<file path="config.mk">
export PLATFORM = sky130hd
export DESIGN_NAME = pipe_hazard_ctrl
export DESIGN_NICKNAME = d
export VERILOG_FILES = /design/src/rtl/pipe_hazard_ctrl.sv
export SDC_FILE = /design/constraint.sdc
export NUM_CORES = 1
export LEC_CHECK = 0
export BUFFER_PORTS_ARGS = -buffer_cell sky130_fd_sc_hd__buf_2
export CORE_ASPECT_RATIO = 1.2
export CORE_UTILIZATION = 37
export DETAILED_ROUTE_END_ITERATION = 8
export GPL_ROUTABILITY_DRIVEN = 0
export PLACE_DENSITY_LB_ADDON = 0.1
export SYNTH_ARGS = -nofsm -noshare
export SYNTH_HDL_FRONTEND = slang
export SYNTH_SLANG_ARGS = --single-unit
export TNS_END_PERCENT = 5
</file>
<file path="constraint.sdc">
create_clock -name clk -period 1.85 [get_ports clk]
set_clock_uncertainty 0.05 [all_clocks]
set_input_delay 0.0925 -clock clk [delete_from_list [all_inputs] [get_ports clk]]
set_output_delay 0.0925 -clock clk [all_outputs]
set_load 0.01 [all_outputs]
</file>
<file path="src/rtl/pipe_hazard_ctrl.sv">
// -----------------------------------------------------------------------------
// pipe_hazard_ctrl
// Central hazard and sequencing controller for a 5-stage pipeline.
// Resolves load-use stalls, taken-branch flushes and data-memory waits under a
// single state machine. The fixed priority is mem_busy > branch_taken > load_use.
// Also drives the EX-stage forwarding mux selects.
//
// Parameters:
//   REGBITS      - register-index width (register 0 is hardwired zero)
//   FLUSH_CYCLES - cycles fd_flush/de_flush stay high after a taken branch (1..15)
//
// Ports:
//   clk, rst_n                    - clock, synchronous active-low reset
//   ex_rs1/ex_rs2, ex_use1/2      - EX-stage source registers and their use flags
//   mem_dstReg/regWrite/memtoReg  - MEM-stage writer information
//   wb_dstReg/regWrite            - WB-stage writer information
//   branch_taken, mem_busy        - redirect request, data-memory wait
//   pc_stall/fd_stall/de_stall    - hold PC, IF/ID and ID/EX
//   fd_flush/de_flush/em_flush    - bubble into IF/ID, ID/EX and EX/MEM
//   em_hold                       - hold EX/MEM
//   fwd_sel1/fwd_sel2             - 00 regfile, 01 MEM aluOut, 10 WB result
//
// Optional feature (macro PIPE_HAZARD_STATS_EN):
//   When the macro is defined, the module adds two saturating 32-bit outputs.
//   stall_cycles counts cycles with pc_stall=1.
//   flush_events counts accepted branch_taken events.
// -----------------------------------------------------------------------------
module pipe_hazard_ctrl #(
    parameter int unsigned REGBITS      = 4,
    parameter int unsigned FLUSH_CYCLES = 2
) (
    input  logic               clk,
    input  logic               rst_n,
    input  logic [REGBITS-1:0] ex_rs1,
    input  logic [REGBITS-1:0] ex_rs2,
    input  logic               ex_use1,
    input  logic               ex_use2,
    input  logic [REGBITS-1:0] mem_dstReg,
    input  logic               mem_regWrite,
    input  logic               mem_memtoReg,
    input  logic [REGBITS-1:0] wb_dstReg,
    input  logic               wb_regWrite,
    input  logic               branch_taken,
    input  logic               mem_busy,
    output logic               pc_stall,
    output logic               fd_stall,
    output logic               de_stall,
    output logic               fd_flush,
    output logic               de_flush,
    output logic               em_flush,
    output logic               em_hold,
`ifdef PIPE_HAZARD_STATS_EN
    output logic [31:0]        stall_cycles,
    output logic [31:0]        flush_events,
`endif
    output logic [1:0]         fwd_sel1,
    output logic [1:0]         fwd_sel2
);

    typedef enum logic [1:0] {
        S_RUN      = 2'd0,
        S_LD_STALL = 2'd1,
        S_BR_FLUSH = 2'd2,
        S_MEM_WAIT = 2'd3
    } state_t;

    localparam logic [3:0] RELOAD = 4'(FLUSH_CYCLES - 1);

    state_t     state_q, state_d;
    state_t     saved_q, saved_d;
    state_t     eff_state_s;
    logic [3:0] cnt_q, cnt_d;
    logic       load_use_s;
    logic       br_accept_s;

    // Forwarding select for one operand; a MEM-stage ALU result beats WB.
    function automatic logic [1:0] fwd_pick(
        input logic               use_n,
        input logic [REGBITS-1:0] rs_n,
        input logic [REGBITS-1:0] m_dst,
        input logic               m_rw,
        input logic               m_ld,
        input logic [REGBITS-1:0] w_dst,
        input logic               w_rw
    );
        logic [1:0] sel;
        if (use_n && (rs_n != '0) && m_rw && !m_ld && (m_dst == rs_n)) begin
            sel = 2'b01;
        end else if (use_n && (rs_n != '0) && w_rw && (w_dst == rs_n)) begin
            sel = 2'b10;
        end else begin
            sel = 2'b00;
        end
        return sel;
    endfunction

    // Hazard decode, next-state logic and Mealy output decode.
    always_comb begin
        state_d  = state_q;
        saved_d  = saved_q;
        cnt_d    = cnt_q;
        pc_stall = 1'b0;
        fd_stall = 1'b0;
        de_stall = 1'b0;
        fd_flush = 1'b0;
        de_flush = 1'b0;
        em_flush = 1'b0;
        em_hold  = 1'b0;
        fwd_sel1 = fwd_pick(ex_use1, ex_rs1, mem_dstReg, mem_regWrite, mem_memtoReg,
                            wb_dstReg, wb_regWrite);
        fwd_sel2 = fwd_pick(ex_use2, ex_rs2, mem_dstReg, mem_regWrite, mem_memtoReg,
                            wb_dstReg, wb_regWrite);

        load_use_s = mem_regWrite && mem_memtoReg && (mem_dstReg != '0) &&
                     ((ex_use1 && (ex_rs1 == mem_dstReg)) ||
                      (ex_use2 && (ex_rs2 == mem_dstReg)));

        // Leaving MEM_WAIT decodes as the saved state in the same cycle.
        if (state_q == S_MEM_WAIT) begin
            eff_state_s = saved_q;
        end else begin
            eff_state_s = state_q;
        end

        br_accept_s = 1'b0;

        if (mem_busy) begin
            pc_stall = 1'b1;
            fd_stall = 1'b1;
            de_stall = 1'b1;
            em_hold  = 1'b1;
            state_d  = S_MEM_WAIT;
            // Re-entering the wait keeps the original saved state.
            saved_d  = eff_state_s;
        end else begin
            case (eff_state_s)
                S_RUN, S_LD_STALL: begin
                    if (branch_taken) begin
                        br_accept_s = 1'b1;
                    end else if ((eff_state_s == S_RUN) && load_use_s) begin
                        pc_stall = 1'b1;
                        fd_stall = 1'b1;
                        de_stall = 1'b1;
                        em_flush = 1'b1;
                        state_d  = S_LD_STALL;
                    end else begin
                        state_d  = S_RUN;
                    end
                end
                S_BR_FLUSH: begin
                    fd_flush = 1'b1;
                    de_flush = 1'b1;
                    if (branch_taken) begin
                        br_accept_s = 1'b1;
                    end else if (cnt_q <= 4'd1) begin
                        cnt_d   = 4'd0;
                        state_d = S_RUN;
                    end else begin
                        cnt_d   = cnt_q - 4'd1;
                        state_d = S_BR_FLUSH;
                    end
                end
                default: begin
                    state_d = S_RUN;
                end
            endcase

            // Any accepted branch flushes now and (re)starts the flush window.
            if (br_accept_s) begin
                fd_flush = 1'b1;
                de_flush = 1'b1;
                if (FLUSH_CYCLES == 32'd1) begin
                    state_d = S_RUN;
                end else begin
                    cnt_d   = RELOAD;
                    state_d = S_BR_FLUSH;
                end
            end else begin
                cnt_d = cnt_d;
            end
        end

        // Reset masks every control output in the same cycle.
        if (!rst_n) begin
            pc_stall    = 1'b0;
            fd_stall    = 1'b0;
            de_stall    = 1'b0;
            fd_flush    = 1'b0;
            de_flush    = 1'b0;
            em_flush    = 1'b0;
            em_hold     = 1'b0;
            fwd_sel1    = 2'b00;
            fwd_sel2    = 2'b00;
            br_accept_s = 1'b0;
        end else begin
            br_accept_s = br_accept_s;
        end
    end

    // State, saved-state and flush-counter registers.
    always_ff @(posedge clk) begin
        if (!rst_n) begin
            state_q <= S_RUN;
            saved_q <= S_RUN;
            cnt_q   <= 4'd0;
        end else begin
            state_q <= state_d;
            saved_q <= saved_d;
            cnt_q   <= cnt_d;
        end
    end

`ifdef PIPE_HAZARD_STATS_EN
    logic [31:0] stall_cycles_q, stall_cycles_d;
    logic [31:0] flush_events_q, flush_events_d;

    // Saturating event counters.
    always_comb begin
        stall_cycles_d = stall_cycles_q;
        flush_events_d = flush_events_q;
        if (pc_stall && (stall_cycles_q != 32'hFFFF_FFFF)) begin
            stall_cycles_d = stall_cycles_q + 32'd1;
        end else begin
            stall_cycles_d = stall_cycles_q;
        end
        if (br_accept_s && (flush_events_q != 32'hFFFF_FFFF)) begin
            flush_events_d = flush_events_q + 32'd1;
        end else begin
            flush_events_d = flush_events_q;
        end
    end

    // Counter registers, cleared on reset.
    always_ff @(posedge clk) begin
        if (!rst_n) begin
            stall_cycles_q <= 32'd0;
            flush_events_q <= 32'd0;
        end else begin
            stall_cycles_q <= stall_cycles_d;
            flush_events_q <= flush_events_d;
        end
    end

    assign stall_cycles = stall_cycles_q;
    assign flush_events = flush_events_q;
`endif

endmodule

</file>
=== Yosys cells after proc, flatten, opt, wreduce, memory -nomap -nowiden ===
Cells that the tools add are included.

* $lt $le $gt $ge: 1
* Equal/unequal tests: 12
* Add/subtract/negate cells: 1
* Multiplexer cells: 34
* Bitwise operators: 1
* Reductions and logical operators: 29

{| class="wikitable"
|+ Operators by type and width
! operator !! number
|-
| 4-bit == test || 6
|-
| 2-bit two-way mux || 12
|-
| 1-bit logical AND || 18
|-
| 1-bit two-way mux || 17
|-
| 4-bit two-way mux || 4
|-
| 4-bit nonzero test || 3
|-
| 4-bit != test (second input constant) || 2
|-
| 2-bit == test (second input constant) || 2
|-
| 4-bit by 1-bit less-or-equal comparator with 1-bit output (second input constant) || 1
|-
| 2-bit one-hot mux with 2 select lines || 1
|-
| 4-bit by 1-bit subtractor with 4-bit output (second input constant) || 1
|-
| 3-bit AND reduction || 1
|-
| 3-bit OR reduction || 1
|-
| 2-bit by 1-bit == test with 1-bit output (second input constant) || 1
|-
| 2-bit zero test || 1
|-
| 2-bit by 1-bit != test with 1-bit output (second input constant) || 1
|-
| 2-bit AND reduction || 1
|-
| 2-bit nonzero test || 1
|-
| 2-bit OR reduction || 1
|-
| 1-bit zero test || 1
|-
| 1-bit logical OR || 1
|-
| 1-bit NOT || 1
|}

* Bits in registers: 8
* Output and inout bits: 11
* Logic and storage cells: 81

=== Logic depth before layout (Yosys ltp) ===
* Depth after elaboration: 10
* Gate-level depth with buffers: 6
* Mapped depth without buffers: 6

=== Worst setup path after synthesis ===
No wires, ideal clock.

* Path type: reg-to-reg
* From: register cnt_q[0]
* To: register cnt_q[3]
* Required time: 1.699 ns
* Path buffers: 0
* Stages on the path, launching flop included: 7
* Path slack: 0.387 ns
* Arrival time: 1.312 ns
* Clock period less this slack: 1.463 ns
* Cells stage by stage: dfxtp_1 inv_1 ha_1 or2_1 a21oi_2 nand3b_1 o41ai_1

* Cells in the longest elaborated chain, start to end: 5

{| class="wikitable"
|+ Ends and longest elaborated chain
! element !! RTL line !! source
|-
| start: declaration || 72 || <nowiki>logic [3:0] cnt_q, cnt_d;</nowiki>
|-
| start signal: assignment || 209 || <nowiki>cnt_q <= cnt_d;</nowiki>
|-
| 4-bit by 1-bit subtractor with 4-bit output or 4-bit by 1-bit less-or-equal comparator with 1-bit output (tied branches) || 159, 155 ||
|-
| 4-bit two-way mux (*) || 155 || <nowiki>end else if (cnt_q <= 4'd1) begin</nowiki>
|-
| 4-bit two-way mux (*) || 153 || <nowiki>if (branch_taken) begin</nowiki>
|-
| 4-bit two-way mux (*) || 136 || <nowiki>case (eff_state_s)</nowiki>
|-
| 4-bit two-way mux (*) || 169 || <nowiki>if (br_accept_s) begin</nowiki>
|}

Mark *: on every way between the ends. The rest lies on a longest branch, timed or not. The select of a mux whose other input is x is not followed.
A chain may end at the register's enable or synchronous reset.

=== Worst setup path after layout ===
* From: register state_q[1]
* To: output port fd_stall

* Cells in the longest elaborated chain, start to end: 9

{| class="wikitable"
|+ Ends and longest elaborated chain
! element !! RTL line !! source
|-
| start: declaration || 69 || <nowiki>state_t state_q, state_d;</nowiki>
|-
| start signal: assignment || 207 || <nowiki>state_q <= state_d;</nowiki>
|-
| 2-bit == test || 119 || <nowiki>if (state_q == S_MEM_WAIT) begin</nowiki>
|-
| 2-bit two-way mux (*) || 119 ||
|-
| 2-bit zero test || 136, 140 ||
|-
| 1-bit logical AND || 140 || <nowiki>end else if ((eff_state_s == S_RUN) && load_use_s) begin</nowiki>
|-
| 1-bit two-way mux || 140 ||
|-
| 1-bit two-way mux || 138 || <nowiki>if (branch_taken) begin</nowiki>
|-
| 1-bit two-way mux (*) || 136 ||
|-
| 1-bit two-way mux (*) || 127 || <nowiki>if (mem_busy) begin</nowiki>
|-
| 1-bit two-way mux (*) || 184 || <nowiki>if (!rst_n) begin</nowiki>
|-
| end: declaration || 46 || <nowiki>output logic fd_stall,</nowiki>
|}

Mark *: on every way between the ends. The rest lies on a longest branch, timed or not.

==> results.toml <==
[timing]
hold_viol = 0
tightest_slew_ps = 345
rsz0062_at_grt = "false"
fin_crit_sh_pct = 91.6
fin_crit_ps = 1690
setup_viol = 0
slew_violations = 0
slew-limit-headroom_pct = 76.9
fmax_mhz = 590
tns_ps = 0

[clock_tree]
cts_inserted_buffers = 3
clk_path_buf_depth = 2
cts_setup_buffers = 0
cts_root_buffer = "clkbuf_4"
clock_latency_ps = 250
cts.sinks = 8
cts_tree = "yes"
cts.reportedPaths.clkPinSlew_ps = 50
htreeDepth = 1

[setup_path]
timing_worst_setup_path_type = "reg2out"
cpMaxStageDelayCell = "dfxtp_1"
start_kind = "register"
crit_arrival_ps = 1550
r2r_start = "cnt_q[0]$_SDFFE_PN0P_"
worstPathRequired_ps = 1710
r2r_slack_ps = 260
path_cells = "inv_1 > o21ai_0 > nand4_1 > o21bai_1 > buf_2"
worst_path_largest_cell_delay_ps = 440
endpoint_kind = "primary output"
r2r_cells = 6
crit_fanout = 5
r2r_end = "cnt_q[3]$_SDFFE_PN0P_"

[logic_synthesis]
synth_cell_type_count = 38
synth_compound_area_share_pct = 27.3
synth_edf_count = 0
synthTopCellsByArea = "dfxtp_1 19%, xnor2_1 17%, o41ai_4 6.7%, a21oi_1 4.2%, nand3_1 3.6%"
yosys.area_share.simple_pct = 27.3
synth_area_um2 = 826
yosys-top-cells-count = "16 x xnor2_1, 8 x dfxtp_1, 7 x a21oi_1, 6 x nand3_1, 6 x nor3_1"
syn_inst = 98
syn-num-nets = 125
ys.flop_type = "dfxtp_1"
synth_top_cell_by_area = "dfxtp_1"
yosysMostFrequentCell = "xnor2_1"
yosysWarnings = 0
synth_top_family_by_area = "compound AO/OA/AOI/OAI gates"
synth.mux.area_fraction_pct = 0
synth-xor-area-share_pct = 17.0
async_flop_share_pct = 0
avgSynthCellArea_um2 = 8.43
synth_seq_area_share_pct = 19.4
ys_ff_latch = 8
synth_top_area_share_pct = 19.4
synthAdderAreaFrac_pct = 3.03

[hold_path]
hold_start = "mem_busy"
holdPathStages = 2
hold_class = "in2reg"
worstHoldEndpoint = "saved_q[1]$_SDFFE_PN0P_"

[grt]
met3_usage_pct = 3.02
grt_use_met2_pct = 30.0
grt_pass1_wl_um = 3130
grt_use_total_pct = 17.8
antenna_found_initial = 0
grt-ovfl-total = 0
grt_max_degree = 10
use_met1_pct = 21.1
grt.busiest_layer = "met2"
grt_pass1_vias = 755

[floorplan]
initial_utilization_pct = 39.9
die_h_um = 53.8
ios = 36
fp.dieW_um = 45.1
num_rows = 18
die_area_um2 = 2430
core_um2 = 2070

[finish]
fin_area_um2 = 1030
drive_above_1_share_pct = 34.8
fillCellCount = 220
stdcell_count = 162
area_delta_synth_final_pct = 25.3
num_antenna_cells = 0
utilization_pct = 49.9
num-nets-final = 161

[power_and_ir_drop]
p_leak_nw = 0.400
max-vdd-ir-drop_uv = 278
power_density_nw_per_um2 = 486

[detailed_routing]
via_per_inst = 5.15
ant_nets = 0
firstDrtPassIters = 4
vias = 835
drc = 0
drt_iter0_markers = 10
wl_per_cell_um = 12.1
totalWireLength_um = 1960

[placed_design]
placed_area_um2 = 1010
io_buffer_count = 35
placedCellCount = 159
hpwl_um = 1680

[status]
status = "completed"

[job]
drv_cap = 0
==> sequential cells by signal (all words and copies together), names as in the netlist <==
signal / count
state_q: 2
cnt_q: 4
saved_q: 2
==> how the worst max path moves through the flow <==
| stage | from | endpoint | depth (start not counted) |
|---|---|---|---|
| 5_1_grt | state_q[1]$_SDFFE_PN0P_ | fd_stall | 5 |
| 6_report | state_q[1]$_SDFFE_PN0P_ | fd_stall | 5 |
| 4_1_cts | state_q[0]$_SDFFE_PN0P_ | fd_stall | 5 |
| 3_5_place_dp | cnt_q[0]$_SDFFE_PN0P_ | cnt_q[3]$_SDFFE_PN0P_ | 6 |
| 3_3_place_gp | cnt_q[0]$_SDFFE_PN0P_ | cnt_q[3]$_SDFFE_PN0P_ | 6 |
| 2_1_floorplan | cnt_q[0]$_SDFFE_PN0P_ | cnt_q[3]$_SDFFE_PN0P_ | 6 |
==> power by group <==
| part | switching [mW] | leakage [nW] | total (mW) | internal (mW) |
|---|---|---|---|---|
| combinational | 0.0941 | 0.320 | 0.176 | 0.0817 |
| clock | 0.0597 | 0.0138 | 0.134 | 0.0743 |
| sequential | 0.0117 | 0.0660 | 0.193 | 0.181 |
==> per-stage QoR <==
stage          power [mW]  worst slack [ps]  hold WS (ps)
6_report            0.503               156          86.2
5_1_grt             0.539              1.38          80.2
4_1_cts             0.509              68.2          77.4
3_5_place_dp        0.372               276           341
3_3_place_gp        0.371               332           330
2_1_floorplan       0.304               387           137
==> cell type report <==
| class | count | area, µm² | share of cell area [%] |
|---|---|---|---|
| well taps | 30 | 37.5 | 3.63 |
| flip-flops and latches | 8 | 161 | 15.6 |
| multi-input cells | 80 | 616 | 59.5 |
| clock buffers | 3 | 22.5 | 2.18 |
| repair buffers | 35 | 175 | 16.9 |
| inverters | 6 | 22.5 | 2.18 |
==> critical path, delay by kind of cell (launching register included) <==
kind,cells,cell delay (ps)
flops,1,440
compound gates,2,400
buf+inv,2,300
simple gates,1,180
==> layer usage <==
metal	up-vias	part of all wire [%]
li1	431	-
met3	2	4.4
met2	21	50
met1	381	45
met5	-	0
met4	0	0.66
==> cells in the final DEF, fill, tap and decap left out, types with 2 or more instances in the layout <==
| master | n |
|---|---|
| dfxtp_1 | 7 |
| o21bai_1 | 2 |
| nor3_1 | 6 |
| clkbuf_4 | 3 |
| nor2b_1 | 2 |
| buf_2 | 35 |
| nand4_1 | 4 |
| o41ai_4 | 2 |
| o21ai_0 | 3 |
| nor2_1 | 2 |
| nand2b_1 | 2 |
| xnor2_1 | 16 |
| a211oi_1 | 3 |
| nand3_1 | 6 |
| ha_1 | 2 |
| inv_1 | 5 |
| nor4_1 | 4 |
| a21oi_1 | 7 |
==> kinds of logic after synthesis <==
family | after synthesis
AND/OR/NAND/NOR | 36
AO/OA/AOI/OAI | 26
XOR/XNOR | 16
buffers and inverters | 10
flip-flops | 8
adder cells (fa/ha/maj) | 2
==> timing repair <==
action                     4_1_cts  5_1_grt
hold buffers                     0        0
gates resized for setup          0        1
setup endpoints to repair        0        3
(Power assumes the default switching activity.)
